## config.mk

```make
export PLATFORM = sky130hd
export DESIGN_NAME = tpumac_pipe_flat
export DESIGN_NICKNAME = d
export VERILOG_FILES = /design/src/rtl/tpumac_if.sv /design/src/rtl/tpumac_pipe.sv /design/src/flat_wrapper.sv
export SDC_FILE = /design/constraint.sdc
export NUM_CORES = 1
export LEC_CHECK = 0
export CELL_PAD_IN_SITES_DETAIL_PLACEMENT = 2
export CELL_PAD_IN_SITES_GLOBAL_PLACEMENT = 2
export CORE_ASPECT_RATIO = 0.75
export CORE_UTILIZATION = 35
export DETAILED_ROUTE_END_ITERATION = 10
export GPL_ROUTABILITY_DRIVEN = 1
export PLACE_DENSITY_LB_ADDON = 0.25
export SYNTH_ARGS = -nofsm -noshare
export SYNTH_HDL_FRONTEND = slang
export SYNTH_SLANG_ARGS = --single-unit
```

## constraint.sdc

```tcl
create_clock -name clk -period 6.1 [get_ports clk]
set_input_delay 1.22 -clock clk [delete_from_list [all_inputs] [get_ports clk]]
set_output_delay 1.22 -clock clk [all_outputs]
set_load 0.03 [all_outputs]
```

## src/rtl/tpumac_if.sv

```systemverilog
// tpumac_if: operand/result bundle for one tpumac_pipe processing element.
//   master: drives en, WrEn, Ain, Bin, Cin; observes Aout, Bout, Cout, pend, ovf
//   slave : the PE itself (inverse directions)
// Parameters must match the tpumac_pipe instance the interface is bound to.
interface tpumac_if #(
  parameter int BITS_AB = 8,
  parameter int BITS_C  = 16
);
  logic                      en;
  logic                      WrEn;
  logic signed [BITS_AB-1:0] Ain;
  logic signed [BITS_AB-1:0] Bin;
  logic signed [BITS_C-1:0]  Cin;
  logic signed [BITS_AB-1:0] Aout;
  logic signed [BITS_AB-1:0] Bout;
  logic signed [BITS_C-1:0]  Cout;
  logic                      pend;
  logic                      ovf;

  modport master (
    output en, WrEn, Ain, Bin, Cin,
    input  Aout, Bout, Cout, pend, ovf
  );

  modport slave (
    input  en, WrEn, Ain, Bin, Cin,
    output Aout, Bout, Cout, pend, ovf
  );
endinterface

```

## src/rtl/tpumac_pipe.sv

```systemverilog
// tpumac_pipe: two-stage multiply-accumulate PE for the systolic array.
//   Stage 1 registers the operands (forwarded east/south) and their full
//   precision product; stage 2 folds the held product into the accumulator,
//   either saturating or wrapping, and records overflow in a sticky flag.
// Ports:
//   clk    clock, all state changes on posedge
//   rst_n  synchronous active-low reset, overrides en and WrEn
//   bus    tpumac_if slave: en (advance), WrEn (preload C from Cin),
//          Ain/Bin operands, Aout/Bout/Cout registered outputs,
//          pend (product waiting in stage 1), ovf (sticky overflow)
module tpumac_pipe #(
  parameter int BITS_AB  = 8,
  parameter int BITS_C   = 16,
  parameter int SATURATE = 1
) (
  input  logic     clk,
  input  logic     rst_n,
  tpumac_if.slave  bus
);
  localparam int PW = 2 * BITS_AB;

  if (BITS_C < PW) begin : g_width_check
    $error("tpumac_pipe: BITS_C (%0d) must be >= 2*BITS_AB (%0d)", BITS_C, PW);
  end

  localparam logic signed [BITS_C-1:0] C_MAX = {1'b0, {(BITS_C-1){1'b1}}};
  localparam logic signed [BITS_C-1:0] C_MIN = {1'b1, {(BITS_C-1){1'b0}}};

  logic signed [BITS_AB-1:0] a_q, b_q;
  logic signed [PW-1:0]      p_q;
  logic signed [BITS_C-1:0]  c_q;
  logic                      pend_q, ovf_q;

  logic signed [PW-1:0]      prod;
  logic signed [BITS_C:0]    sum;
  logic                      sum_ovf;
  logic signed [BITS_C-1:0]  acc_val;

  // NOTE: every signal written here gets a default first, so no path leaves
  // one unassigned and no latch is inferred.
  always_comb begin
    prod    = '0;
    sum     = '0;
    sum_ovf = 1'b0;
    acc_val = '0;

    prod = bus.Ain * bus.Bin;

    // One guard bit above the accumulator: the sum can never overflow this
    // width, and the top two bits disagree exactly when the true sum is out
    // of the BITS_C signed range.
    sum     = {c_q[BITS_C-1], c_q} + {{(BITS_C+1-PW){p_q[PW-1]}}, p_q};
    sum_ovf = sum[BITS_C] ^ sum[BITS_C-1];
    acc_val = sum[BITS_C-1:0];
    if (sum_ovf && (SATURATE != 0)) begin
      // The guard bit carries the true sign: negative clamps to min.
      acc_val = sum[BITS_C] ? C_MIN : C_MAX;
    end
  end

  // NOTE: state registers use non-blocking assignments so every register
  // samples the pre-edge values; the accumulate below must see the old P
  // while stage 1 refills it on the same edge.
  always_ff @(posedge clk) begin
    if (!rst_n) begin
      a_q    <= '0;
      b_q    <= '0;
      p_q    <= '0;
      c_q    <= '0;
      pend_q <= 1'b0;
      ovf_q  <= 1'b0;
    end else begin
      if (bus.en) begin
        a_q    <= bus.Ain;
        b_q    <= bus.Bin;
        p_q    <= prod;
        pend_q <= 1'b1;
      end
      // A preload wins over the pending product; with en=1 that product is
      // dropped (P refills above), with en=0 it stays queued for the new C.
      if (bus.WrEn) begin
        c_q   <= bus.Cin;
        ovf_q <= 1'b0;
      end else if (bus.en && pend_q) begin
        c_q <= acc_val;
        if (sum_ovf) begin
          ovf_q <= 1'b1;
        end
      end
    end
  end

  assign bus.Aout = a_q;
  assign bus.Bout = b_q;
  assign bus.Cout = c_q;
  assign bus.pend = pend_q;
  assign bus.ovf  = ovf_q;
endmodule

```

## src/flat_wrapper.sv

```systemverilog
// flat-port wrapper written by rule: the top's interface ports become plain ports
module tpumac_pipe_flat 
#(
  parameter int BITS_AB  = 8,
  parameter int BITS_C   = 16,
  parameter int SATURATE = 1
)
  (clk, rst_n, bus_en, bus_WrEn, bus_Ain, bus_Bin, bus_Cin, bus_Aout, bus_Bout, bus_Cout, bus_pend, bus_ovf);
  tpumac_if #(.BITS_AB(BITS_AB), .BITS_C(BITS_C)) bus_i ();
  input  logic clk;
  input  logic rst_n;
  input wire logic [$bits(bus_i.en)-1:0] bus_en;
  input wire logic [$bits(bus_i.WrEn)-1:0] bus_WrEn;
  input wire logic [$bits(bus_i.Ain)-1:0] bus_Ain;
  input wire logic [$bits(bus_i.Bin)-1:0] bus_Bin;
  input wire logic [$bits(bus_i.Cin)-1:0] bus_Cin;
  output wire logic [$bits(bus_i.Aout)-1:0] bus_Aout;
  output wire logic [$bits(bus_i.Bout)-1:0] bus_Bout;
  output wire logic [$bits(bus_i.Cout)-1:0] bus_Cout;
  output wire logic [$bits(bus_i.pend)-1:0] bus_pend;
  output wire logic [$bits(bus_i.ovf)-1:0] bus_ovf;
  assign bus_i.en = bus_en;
  assign bus_i.WrEn = bus_WrEn;
  assign bus_i.Ain = bus_Ain;
  assign bus_i.Bin = bus_Bin;
  assign bus_i.Cin = bus_Cin;
  assign bus_Aout = bus_i.Aout;
  assign bus_Bout = bus_i.Bout;
  assign bus_Cout = bus_i.Cout;
  assign bus_pend = bus_i.pend;
  assign bus_ovf = bus_i.ovf;
  tpumac_pipe #(.BITS_AB(BITS_AB), .BITS_C(BITS_C), .SATURATE(SATURATE)) u_core (.clk(clk), .rst_n(rst_n), .bus(bus_i));
endmodule
```

-- Yosys cells after proc, flatten, opt, wreduce, memory -nomap -nowiden
Index checks and enable logic that the tools add are counted.
- bitwise gates (word level): 2
- add/subtract/negate cells: 1
- multiply operators: 1
- multiplexer cells: 4
- reductions and logical operators: 4
- operators by type and width (kind ; number):
    $mux 16 ; 4
    $add 16x16->17 ; 1
    $mul 8x8->16 ; 1
    $reduce_and 2->1 ; 1
    $reduce_bool 2->1 ; 1
    $reduce_or 2->1 ; 1
    $logic_and 1x1->1 ; 1
    $not 1->1 ; 1
    $xor 1x1->1 ; 1
- output and inout bits: 34
- bits in registers: 50

-- Longest topological paths before layout
- depth in word-level cells: 5
- gate-level depth with buffers: 18
- depth with buffers taken out: 17

-- Worst setup path before layout
No wires, ideal clock.
- kind: in2reg
- from: input port bus_Bin[3]
- to: register u_core.p_q[13]
- setup slack: 0.795 ns
- cell stages on the path: 17
- required time: 6.014 ns
- arrival: 5.219 ns
- setup time: 0.086 ns
- path through: clkbuf_1 > and2_1 > inv_1 > fa_1 > inv_1 > fa_1 > fa_1 > inv_1 > fa_1 > inv_1 > ha_1 > or4_1 > a21oi_1 > o21ai_0 > o21ai_0 > xor2_1 > a211oi_1
- longest elaborated chain between the ends: 1
- ends and longest elaborated chain (item ; line ; text):
    from (decl) ; flat_wrapper.sv:15 ; input wire logic [$bits(bus_i.Bin)-1:0] bus_Bin;
    $mul 8x8->16 ; tpumac_pipe.sv:47 ; prod = bus.Ain * bus.Bin;
    to (signal assigned) ; tpumac_pipe.sv:76 ; p_q <= prod;
    to (decl) ; tpumac_pipe.sv:30 ; logic signed [PW-1:0] p_q;
Every way passes these cells.
A chain may end at the register's enable or synchronous reset.

-- Worst setup path in the final report
- from: input port bus_Bin[5]
- to: register u_core.p_q[13]
Same word-level chain as after synthesis.

==> reports/qor.yml <==
outcome:
  status: "finished clean"
clock_network:
  cts.sink_count: 50
  clockBufferDepth: 2
  clock_latency_ps: 310
  htree_num_levels: 2
  numCtsBuffers: 5
  cts_setup_buffers: 0
  clk_pin_slew_worst_paths_ps: 80
  cts_tree: "yes"
  cts-root-buf: "clkbuf_16"
  cts_hold_buffers: 0
  cts_resized: 0
power:
  p_comb_share_pct: 64.2
  swShare_pct: 45.5
  ir_drop_v: 0.000189
  cellLeakagePower_nw: 2.86
  internal_power_mw: 1.16
  pwr-share-clk_pct: 16.6
  p_sw_uw: 972
  power_density_nw_per_um2: 335
  seqPwrFrac_pct: 19.2
logic_synthesis:
  ys_warn_count: 0
  ys_types: 53
  synth_commonest_cells: "inv_1 (88), nor2_1 (58), fa_1 (56), dfxtp_1 (50), ha_1 (45)"
  synthArstFlopShare_pct: 0
  synth_top_area_share_pct: 21.1
  netlist_area_um2: 5300
  synth_most_common_cell: "inv_1"
  synth.net_count: 740
  synth_edf_count: 0
  avgSynthCellArea_um2: 8.80
  synth-main-ff-cell: "dfxtp_1"
  syn_inst: 603
  ys_ff_latch: 50
  synth_area_leaders: "fa_1 (21%), dfxtp_1 (19%), ha_1 (11%)"
  synth_top_cell_by_area: "fa_1"
  synth_seq_area_share_pct: 18.9
timing:
  hold_viol: 0
  worst_slew_pin_slew_ps: 1130
  setup_viol: 0
  slew_headroom_pct: 24.8
  fmax_mhz: 171
  final-max-slew-violation-count: 0
  skew_ps: 7.53
  period_needed_ps: 5830
  rsz0062_at_grt: "false"
  min_period_over_period_pct: 95.6
  worst_slack_ps: 267
worst_hold_path:
  worst_hold_startpoint: "u_core.p_q[15]"
  holdCritPathClass: "reg -> reg"
die:
  pin_count: 70
  die_height_um: 109
  start_util_pct: 36.2
  core_area_um2: 14600
  die-area_um2: 15700
  die_width_um: 144
  num_rows: 38
setup_path:
  worst_r2r_startpoint: "u_core.bus.Cout[0]"
  reg2reg_to: "u_core.bus.Cout[8]"
  critPathLaunchType: "input pin"
  critical_path_class: "in -> reg"
  path_cells: "clkdlybuf4s50_1 > and2_1 > fa_1 > fa_1 > fa_1 > inv_1 > fa_1 > inv_1 > ha_1 > or4_1 > a21oi_1 > o21ai_0 > o21ai_0 > xor2_1 > a211oi_1"
  critPathMostFrequentCell: "fa_1"
  r2r_slack_ps: 2430
  ff2ff_path_depth: 10
  crit_start: "bus_Bin[5]"
  worstPathRequired_ps: 6310
  crit_fanout: 9
  crit_arrival_ps: 6040
  crit_path_top_delay_cell: "clkdlybuf4s50_1"
  cp-end-kind: "register"
  endpoint: "u_core.p_q[13]"
  slowest_delay_ps: 780
drt:
  first_iter_violations: 158
  drc: 0
  dr.pass1.iters: 4
  wl_per_cell_um: 19.2
  vias_per_cell: 5.15
  vias: 4446
  routed_wl_um: 16600
  antenna_left: 0
flow_run:
  maxCapViolCount: 0
global_routing:
  grt-ovfl-total: 0
  grt_max_degree: 43
  grt_first_pass_wirelength_um: 27500
  grt_pass1_vias: 5101
  grt_usage_pct: 23.1
  antenna_found_initial: 0
layout:
  seqCellArea_um2: 1000
  fill_cells: 1646
  drive_gt1_share_pct: 5.28
  final_nets: 799
  final_cell_area_um2: 6370
  multi_input_area_um2: 3850
  num_antenna_cells: 0
  areaGrowthSynthToFinish_pct: 20.1
place:
  portBuffers: 69
  place_hpwl_um: 13500
  gp_congestion: 0.832
  pre_cts_ws_ps: -42.6
  post_dp_cell_area_um2: 6200
==> metal layers <==
| metal | track usage, % | up-vias | share of wire [%] | wire [um] |
|---|---|---|---|---|
| li1 | - | 2095 | - | - |
| met1 | 30.9 | 2273 | 47 | 7820 |
| met2 | 39.4 | 56 | 49 | 8070 |
| met3 | 3.51 | 22 | 3.1 | 512 |
| met4 | 4.74 | 0 | 1.1 | 190 |
| met5 | 0 | - | 0 | 0 |
==> power groups by stage <==
stage	Combinational (mW)	Clock (mW)	Sequential (mW)
CTS	1.39	0.367	0.410
detailed placement	1.37	0	0.417
global placement	1.29	0	0.417
global route	1.54	0.374	0.414
finish	1.37	0.356	0.409
floorplan	0.984	0	0.443
==> cell families (layout without fill, tap and decap cells) <==
logic type / count (synthesis) / count (layout) / share of synthesized area, %
XOR/XNOR: 28 / 28 / 4.77
multiplexers: 23 / 23 / 4.34
buffers and inverters: 116 / 176 / 8.52
flip-flops: 50 / 50 / 18.9
AND/OR/NAND/NOR: 173 / 173 / 16.1
AO/OA/AOI/OAI: 110 / 110 / 15.3
adder cells (fa/ha/maj): 103 / 103 / 32.1
==> critical path: cells and delay by family <==
kind	cells	cell delay, ps
AND/OR/NAND/NOR	2	740
adder cells (fa/ha/maj)	5	2320
XOR/XNOR	1	100
AO/OA/AOI/OAI	4	760
buffers and inverters	3	890
==> worst min-delay path by stage <==
| stage | endpoint | slack (ps) | cells after the start |
|---|---|---|---|
| floorplan | u_core.p_q[15] | 450 | 2 |
| global placement | u_core.bus.ovf | 470 | 2 |
| detailed placement | u_core.p_q[15] | 490 | 2 |
| CTS | u_core.bus.ovf | 500 | 2 |
| global route | u_core.bus.ovf | 510 | 2 |
| finish | u_core.p_q[15] | 490 | 2 |
==> final cells by class <==
type	count	share of cell area, %
Clock buffer	5	1.96
Clock inverter	3	0.746
Inverter	89	5.24
Multi-Input combinational cell	437	60.5
Sequential cell	50	15.7
Tap cell	200	3.93
Timing Repair Buffer	79	11.9
==> through the flow <==
| stage | setup TNS (ps) | total power, mW | utilization, % | hold slack, ps | cells |
|---|---|---|---|---|---|
| CTS | 0 | 2.17 | 43.5 | 500 | 863 |
| finish | 0 | 2.14 | 43.5 | 491 | 863 |
| detailed placement | -54.1 | 1.79 | 42.3 | 487 | 855 |
| global placement | 0 | 1.71 | 42.3 | 471 | 855 |
| global route | 0 | 2.33 | 43.5 | 515 | 863 |
| floorplan | 0 | 1.43 | - | 450 | 603 |
==> registers in the layout, indices dropped and copies added, names as in the netlist <==
register         count
u_core.p_q          16
u_core.bus.Cout     16
u_core.bus.pend      1
u_core.bus.ovf       1
u_core.bus.Aout      8
u_core.bus.Bout      8
==> layout by cell type, fill, tap and decap left out, types with 12 or more instances in the layout <==
cell and n:
ha_1 45, and2_1 34, mux2i_1 23, o21ai_0 12, inv_1 88, nor2_1 58
nand2_1 36, clkdlybuf4s50_1 68, dfxtp_1 50, xnor2_1 18, a21oi_1 29, nand2b_1 21
fa_1 56
Power figures use the tool's default switching activity.
